[config.mk]
export PLATFORM = sky130hd
export DESIGN_NAME = branch_resolve_unit
export DESIGN_NICKNAME = d
export VERILOG_FILES = /design/src/rtl/branch_resolve_unit.sv
export SDC_FILE = /design/constraint.sdc
export NUM_CORES = 1
export LEC_CHECK = 0
export ABC_AREA = 1
export BUFFER_PORTS_ARGS = -buffer_cell sky130_fd_sc_hd__buf_4
export CAP_MARGIN = 30
export CORE_MARGIN = 2
export CORE_UTILIZATION = 38
export CTS_CLUSTER_DIAMETER = 50
export CTS_CLUSTER_SIZE = 16
export DETAILED_ROUTE_END_ITERATION = 12
export GPL_ROUTABILITY_DRIVEN = 0
export HOLD_SLACK_MARGIN = 0.08
export PLACE_DENSITY = 0.54
export SETUP_SLACK_MARGIN = 0.5
export SYNTH_ARGS = -nofsm -noshare
export SYNTH_HDL_FRONTEND = slang
export SYNTH_SLANG_ARGS = --single-unit
[constraint.sdc]
create_clock -name clk -period 6.9 [get_ports clk]
set_input_delay 1.725 -clock clk [delete_from_list [all_inputs] [get_ports clk]]
set_output_delay 1.725 -clock clk [all_outputs]
set_load 0.02 [all_outputs]
[src/rtl/branch_resolve_unit.sv]
// Branch resolution stage: resolves RV32 conditional branches, trains a 2-bit
// bimodal history table and returns a registered result with perf counters.
module branch_resolve_unit #(
    parameter int XLEN      = 32,
    parameter int BHT_DEPTH = 64,
    parameter int CNT_W     = 32
) (
    input  logic             clk,
    input  logic             rst_n,
    input  logic [XLEN-1:0]  pred_pc,
    output logic             pred_taken,
    input  logic             ex_valid,
    output logic             ex_ready,
    input  logic [6:0]       ex_opcode,
    input  logic [2:0]       ex_funct3,
    input  logic [12:0]      ex_imm,
    input  logic [XLEN-1:0]  ex_rs1,
    input  logic [XLEN-1:0]  ex_rs2,
    input  logic [XLEN-1:0]  ex_pc,
    input  logic             ex_pred_taken,
    input  logic             flush,
    output logic             res_valid,
    input  logic             res_ready,
    output logic             res_is_branch,
    output logic             res_taken,
    output logic             res_mispredict,
    output logic             res_misaligned,
    output logic             res_illegal,
    output logic [XLEN-1:0]  res_next_pc,
    output logic [CNT_W-1:0] perf_branches,
    output logic [CNT_W-1:0] perf_mispredicts
);
    localparam int         IDX_W      = $clog2(BHT_DEPTH);
    localparam logic [6:0] OPC_BRANCH = 7'b1100011;

    function automatic logic [1:0] bht_train(input logic [1:0] s, input logic taken);
        if (taken) return (s == 2'b11) ? s : s + 2'b01;
        else       return (s == 2'b00) ? s : s - 2'b01;
    endfunction

    function automatic logic [CNT_W-1:0] sat_inc(input logic [CNT_W-1:0] c);
        return (&c) ? c : c + 1'b1;
    endfunction

    logic [1:0]       bht_q [BHT_DEPTH];
    logic [1:0]       bht_d [BHT_DEPTH];
    logic             res_valid_q, res_valid_d;
    logic             res_is_branch_q, res_is_branch_d;
    logic             res_taken_q, res_taken_d;
    logic             res_mispredict_q, res_mispredict_d;
    logic             res_misaligned_q, res_misaligned_d;
    logic             res_illegal_q, res_illegal_d;
    logic [XLEN-1:0]  res_next_pc_q, res_next_pc_d;
    logic [CNT_W-1:0] perf_branches_q, perf_branches_d;
    logic [CNT_W-1:0] perf_mispredicts_q, perf_mispredicts_d;

    logic signed [XLEN-1:0] rs1_s, rs2_s;
    logic [XLEN-1:0]        imm_ext, target, seq_pc;
    logic                   is_branch, illegal, legal_branch, cond, taken, mispredict, accept;
    logic [IDX_W-1:0]       ex_idx, pred_idx;
    logic                   unused_ok;

    assign pred_idx   = pred_pc[IDX_W+1:2];
    assign ex_idx     = ex_pc[IDX_W+1:2];
    assign pred_taken = bht_q[pred_idx][1];
    assign unused_ok  = ^{pred_pc, ex_imm[0]};

    assign ex_ready = !flush && (!res_valid_q || res_ready);
    assign accept   = ex_valid && ex_ready;

    assign rs1_s   = ex_rs1;
    assign rs2_s   = ex_rs2;
    assign imm_ext = {{(XLEN-12){ex_imm[12]}}, ex_imm[11:1], 1'b0};
    assign target  = ex_pc + imm_ext;
    assign seq_pc  = ex_pc + XLEN'(4);

    assign is_branch    = (ex_opcode == OPC_BRANCH);
    assign illegal      = is_branch && (ex_funct3[2:1] == 2'b01);
    assign legal_branch = is_branch && !illegal;

    always_comb begin
        cond = 1'b0;
        case (ex_funct3)
            3'b000:  cond = (ex_rs1 == ex_rs2);
            3'b001:  cond = (ex_rs1 != ex_rs2);
            3'b100:  cond = (rs1_s < rs2_s);
            3'b101:  cond = (rs1_s >= rs2_s);
            3'b110:  cond = (ex_rs1 < ex_rs2);
            3'b111:  cond = (ex_rs1 >= ex_rs2);
            default: cond = 1'b0;
        endcase
    end

    assign taken      = legal_branch && cond;
    assign mispredict = (taken != ex_pred_taken);

    always_comb begin
        res_valid_d        = res_valid_q;
        res_is_branch_d    = res_is_branch_q;
        res_taken_d        = res_taken_q;
        res_mispredict_d   = res_mispredict_q;
        res_misaligned_d   = res_misaligned_q;
        res_illegal_d      = res_illegal_q;
        res_next_pc_d      = res_next_pc_q;
        perf_branches_d    = perf_branches_q;
        perf_mispredicts_d = perf_mispredicts_q;
        bht_d              = bht_q;

        if (flush) begin
            res_valid_d = 1'b0;
        end else if (accept) begin
            res_valid_d      = 1'b1;
            res_is_branch_d  = is_branch;
            res_taken_d      = taken;
            res_mispredict_d = mispredict;
            res_misaligned_d = taken && (target[1:0] != 2'b00);
            res_illegal_d    = illegal;
            res_next_pc_d    = taken ? target : seq_pc;
            if (legal_branch) begin
                bht_d[ex_idx]   = bht_train(bht_q[ex_idx], taken);
                perf_branches_d = sat_inc(perf_branches_q);
                if (mispredict) perf_mispredicts_d = sat_inc(perf_mispredicts_q);
            end
        end else if (res_ready) begin
            res_valid_d = 1'b0;
        end
    end

    always_ff @(posedge clk or negedge rst_n) begin
        if (!rst_n) begin
            res_valid_q        <= 1'b0;
            res_is_branch_q    <= 1'b0;
            res_taken_q        <= 1'b0;
            res_mispredict_q   <= 1'b0;
            res_misaligned_q   <= 1'b0;
            res_illegal_q      <= 1'b0;
            res_next_pc_q      <= '0;
            perf_branches_q    <= '0;
            perf_mispredicts_q <= '0;
            for (int i = 0; i < BHT_DEPTH; i++) bht_q[i] <= 2'b01;
        end else begin
            res_valid_q        <= res_valid_d;
            res_is_branch_q    <= res_is_branch_d;
            res_taken_q        <= res_taken_d;
            res_mispredict_q   <= res_mispredict_d;
            res_misaligned_q   <= res_misaligned_d;
            res_illegal_q      <= res_illegal_d;
            res_next_pc_q      <= res_next_pc_d;
            perf_branches_q    <= perf_branches_d;
            perf_mispredicts_q <= perf_mispredicts_d;
            bht_q              <= bht_d;
        end
    end

    assign res_valid        = res_valid_q;
    assign res_is_branch    = res_is_branch_q;
    assign res_taken        = res_taken_q;
    assign res_mispredict   = res_mispredict_q;
    assign res_misaligned   = res_misaligned_q;
    assign res_illegal      = res_illegal_q;
    assign res_next_pc      = res_next_pc_q;
    assign perf_branches    = perf_branches_q;
    assign perf_mispredicts = perf_mispredicts_q;
endmodule

Word level (Yosys, flattened, before mapping) --
Cells that the tools add are included.
Storage, ports and cells: bits in registers 230, output and inout bits 104
Cells by class: add/sub/neg operators 6, order comparisons 7, eq/ne operators 11, multiplexer cells 20, bitwise logic cells 5, reduce and logical (&&, ||, !) cells 21
Operator list (count):
- 128-bit bitwise mux | 1
- 32-bit by 1-bit adder with 32-bit output (second input constant) | 2
- 32-bit >= comparator | 2
- 32-bit less-than comparator | 2
- 32-bit AND reduction | 2
- 32-bit by 3-bit adder with 32-bit output (second input constant) | 1
- 32-bit adder | 1
- 32-bit equality test | 1
- 32-bit 2-to-1 mux | 1
- 32-bit != test | 1
- 2-bit binary-select mux with 6-bit select | 2
- 2-bit 2-to-1 mux | 11
- 7-bit >= comparator (second input constant) | 2
- 6-bit inverter with 7-bit output | 2
- 2-bit demux with 6-bit select | 1
- 3-bit equality test (second input constant) | 4
- 7-bit equality test (second input constant) | 1
- 1-bit logical AND | 7
- 7-bit by 1-bit less-than comparator with 1-bit output (second input constant) | 1
- 1-bit one-hot mux with 6 select lines | 1
- 5-bit AND reduction | 1
- 4-bit AND reduction | 1
- 3-bit by 1-bit equality test with 1-bit output (second input constant) | 1
- 1-bit zero test | 3
- other kinds (14) | 18

Depth between registers and ports, before layout --
depth after elaboration 11, mapped depth 24

Worst setup path before layout --
OpenSTA, ideal clock, no wires.
kind input -> output, start input pred_pc[2], end output pred_taken, arrival 3.203 ns, setup slack 1.972 ns, cell stages on the path 8, path buffers 2, cell sequence clkbuf_1 clkbuf_1 nand2_1 o21ai_0 a221oi_1 o32ai_1 nor2_1 o31ai_1
Between the ends: longest elaborated chain between the ends 4
RTL lines:
- from (decl) | line 10 | input logic [XLEN-1:0] pred_pc,
- 6-bit inverter with 7-bit output (implied by the code) | line 65 | assign pred_taken = bht_q[pred_idx][1];
- 2-bit binary-select mux with 6-bit select | line 65
- 2-bit 2-to-1 mux (implied by the code) (2 in a row) | line 65
- to (decl) | line 11 | output logic pred_taken,
No other way between the ends. The select of a mux whose other input is x is not followed.

Worst setup path after layout --
Ends and elaborated chain as after synthesis.

==> metrics.md <==
| Metric | Value |
|---|---|
| Clock share of power | 0.474 |
| FF-to-FF End | perf_mispredicts[29] |
| Worst hold endpoint | res_next_pc[8] |
| Core area | 40740 sq um |
| Drt first pass iters | 5 |
| Hold buffers post-CTS | 0 |
| Sequential power share | 0.362 |
| Power Density | 204.8 nW/um^2 |
| Via Count | 15110 |
| CP Capture Type | primary output |
| Max VDD drop | 135.3 uV |
| Root buffer cell | clkbuf_16 |
| Largest net degree at the start of global routing | 118 |
| CP required | 5.18 ns |
| Leakage power | 9.388 nW |
| CP Launch Type | primary input |
| Clk sinks | 230 |
| First-pass GRT wire length | 80.30 mm |
| Layout cells sized above 1 | 0.1763 |
| Crit path setup slack, layout | 1.221 ns |
| Post-synth cell types | 54 |
| Final slew viol count | 0 |
| Post-synth top area share | 0.2656 |
| Boundary pin count | 261 |
| Slew @ Worst Pin | 0.9690 ns |
| Run status | finished, final reports clean |
| Clk buf depth | 3 |
| Worst reg-to-reg path cell count | 12 |
| Fin. Hold Viols | 0 |
| Post-synthesis sequential area ratio | 0.3732 |
| Setup violators final | 0 |
| Drt via density | 5.179 |
| Area of the die | 42790 sq um |
| Routed wire length | 49.95 mm |
| Syn_area_per_cell | 7.290 sq um |
| Crit Path Max Fanout | 49 |
| Setup Fix Bufs, Post-CTS | 0 |
| CTS Buf Count | 35 |
| Final Skew | 0.03062 ns |
| Wire length per cell | 17.13 um |
| Hold Path Cell Cnt | 2 |
| Critical R2R Launch | perf_mispredicts[1] |
| ANT nets after route | 0 |
| Post-DP HPWL | 35.10 mm |
| Max_cap viols | 0 |
| # rows | 74 |
| Die width | 206.9 um |
| Crit Path Class | in2out |
| # port buffers | 233 |
| CTS H-tree depth | 2 |
| Rel. slew slack | 0.3533 |
| CTS tree | yes |
| Initial antenna violation count | 3 |
| Tmin final | 5.679 ns |
| Synth Instances | 2145 |
| Buf/Inv on CP | 3 |
| Worst Path Arrival | 3.95 ns |
| Clk_lat worst skew | 0.56 ns |
| Net switching power | 1.174 mW |
| Die H | 206.9 um |
| Synth Flop Type | dfrtp_1 |
| Post-synth top area cell | dfrtp_1 |
| Top delay family on crit path | buffers and inverters |
| Reg2Reg Setup Slack | 3.80 ns |
| Post-route clock period utilization | 0.8230 |
| Fin Setup TNS | 0 ns |
| Clock-pin slew on the worst setup and hold paths | 0.05 ns |
| Cts repair resizes | 0 |
| Cell Area, Synth | 15640 sq um |
| Top cells by area, synth | dfrtp_1 27%, nand2_1 12%, dfstp_2 11%, inv_1 7.8%, o21ai_0 6.0% |
| Number of global-route vias before repair | 15180 |
| F_max | 0.1761 GHz |
| Most frequent CP cell | buf_4 |
| CP max stage delay | 0.50 ns |
| Worst path cell trace | buf_4 -> inv_1 -> nand2_1 -> a221oi_1 -> o32ai_1 -> nor2_1 -> o31ai_1 -> buf_4 |
| Drt drc | 0 |
| Slowest CP cell | inv_1 |
| 1st-iter DRT viols | 929 |
| EDFF count, synth | 0 |
| Initial Util | 0.3838 |
| GRT overflow | 0 |
| Synth-to-Final Area Change | 21.24% |
| Hold WC Path Type | reg2reg |
| RSZ-0062 raised after global routing | false |
| Min-Delay Startpoint | res_next_pc[8] |
| Layout Nets | 2578 |
| Post-synth ARST share | 1.000 |
| Sw frac | 0.3023 |
| Syn nets | 2368 |
| Place WS | 1.249 ns |
| Total GRT Usage | 0.2366 |
| Register bit count reported by yosys | 230 |
| Internal power | 2.709 mW |
| Syn. warnings | 0 |
| Combinational power share | 0.164 |
==> power groups by stage <==
stage | Clock (mW) | Combinational (mW) | Sequential [mW]
final | 1.84 | 0.638 | 1.41
after detailed placement | 0 | 0.639 | 1.43
after global placement | 0 | 0.633 | 1.43
after floorplan | 0 | 0.347 | 1.46
after global routing | 1.93 | 0.708 | 1.41
after CTS | 1.88 | 0.642 | 1.40
==> area by class of cell <==
| class | count | area (sq um) |
|---|---|---|
| inverter | 335 | 1257 |
| tap | 532 | 665.6 |
| clock buffer | 40 | 925.9 |
| multi-input combinational | 1510 | 8152 |
| timing repair buffer | 243 | 1852 |
| fill | 4147 | 21780 |
| antenna | 3 | 7.507 |
| sequential | 230 | 5836 |
| clock inverter | 24 | 264.0 |
==> worst max-delay path by stage <==
stage                  to  slack [ns]  cells past startpoint        from
3_3_place_gp   pred_taken        1.26                      8  pred_pc[2]
3_5_place_dp   pred_taken        1.25                      8  pred_pc[2]
5_1_grt        pred_taken        1.12                      8  pred_pc[2]
2_1_floorplan  pred_taken        1.97                      8  pred_pc[2]
6_report       pred_taken        1.22                      8  pred_pc[2]
4_1_cts        pred_taken        1.24                      8  pred_pc[2]
==> flip-flops by register name, indices dropped and copies added, names as in the netlist <==
name and count:
res_is_branch 1, perf_mispredicts 32, bht_q 128, res_valid 1, perf_branches 32, res_mispredict 1, res_illegal 1, res_taken 1
res_next_pc 32, res_misaligned 1
==> tightest hold or removal path, cell delays in order (launching register included) <==
cell,delay (ns)
dfrtp_1,0.34
nand2_1,0.05
nand2_1,0.06
==> logic make-up (layout without fill, tap and decap cells) <==
logic type,count (synthesis),after routing,synth area share
compound gates,440,440,0.1587
xor+xnor,85,85,0.04761
fa+ha+maj,66,66,0.05329
buf+inv,405,642,0.1057
flops,230,230,0.3732
mux,3,3,0.002160
other cells,0,3,0
simple gates,916,916,0.2594
==> layout by cell type, fill, tap and decap left out, types with 6 or more instances in the layout <==
| master | n |
|---|---|
| nand2_1 | 496 |
| inv_1 | 327 |
| buf_4 | 240 |
| o21ai_0 | 189 |
| dfrtp_1 | 166 |
| nor2_1 | 120 |
| nor3_1 | 109 |
| a21oi_1 | 88 |
| nand3_1 | 80 |
| ha_1 | 65 |
| dfstp_2 | 64 |
| nand4_1 | 53 |
| xor2_1 | 52 |
| o21ai_1 | 49 |
| o22ai_1 | 39 |
| clkbuf_16 | 36 |
| xnor2_1 | 33 |
| nor4_1 | 15 |
| a221oi_1 | 14 |
| nor2_2 | 10 |
| a31oi_1 | 9 |
| a22oi_1 | 8 |
| inv_2 | 7 |
| o221ai_1 | 7 |
| nor2_4 | 6 |
| nor3_2 | 6 |
| clkinv_4 | 6 |
| clkinvlp_4 | 6 |
==> routing by layer <==
layer | vias up | track usage | routed length, um
met5 | - | 0 | 0
met4 | 0 | 0.08511 | 1521
met3 | 93 | 0.04882 | 3005
met2 | 385 | 0.3940 | 23370
met1 | 7075 | 0.3037 | 22060
li1 | 7554 | - | -
==> metrics by stage <==
stage / area [sq um] / cells / total power [mW] / hold slack (ns) / util
global placement: 17750 / 2849 / 2.060 / 0.4610 / 0.4356
CTS: 18950 / 2914 / 3.929 / 0.4808 / 0.4652
floorplan: 15640 / 2145 / 1.808 / 0.4504 / -
detailed placement: 17760 / 2850 / 2.065 / 0.4670 / 0.4360
global route: 18950 / 2914 / 4.050 / 0.4953 / 0.4652
finish: 18960 / 2917 / 3.883 / 0.4773 / 0.4654
==> cells in the mapped netlist (7+ instances only) <==
library cell and instances:
nand2_1 497, inv_1 327, o21ai_0 189, dfrtp_1 166, nor2_1 120, nor3_1 109, a21oi_1 88, nand3_1 80
ha_1 65, dfstp_2 64, nand4_1 53, xor2_1 52, o21ai_1 49, o22ai_1 39, xnor2_1 33, clkbuf_1 28
buf_2 22, nor4_1 15, a221oi_1 14, buf_6 10, nor2_2 10, a31oi_1 9, a22oi_1 8, buf_4 8
inv_2 7, o221ai_1 7
No activity file was read; power rests on OpenSTA's default activity.
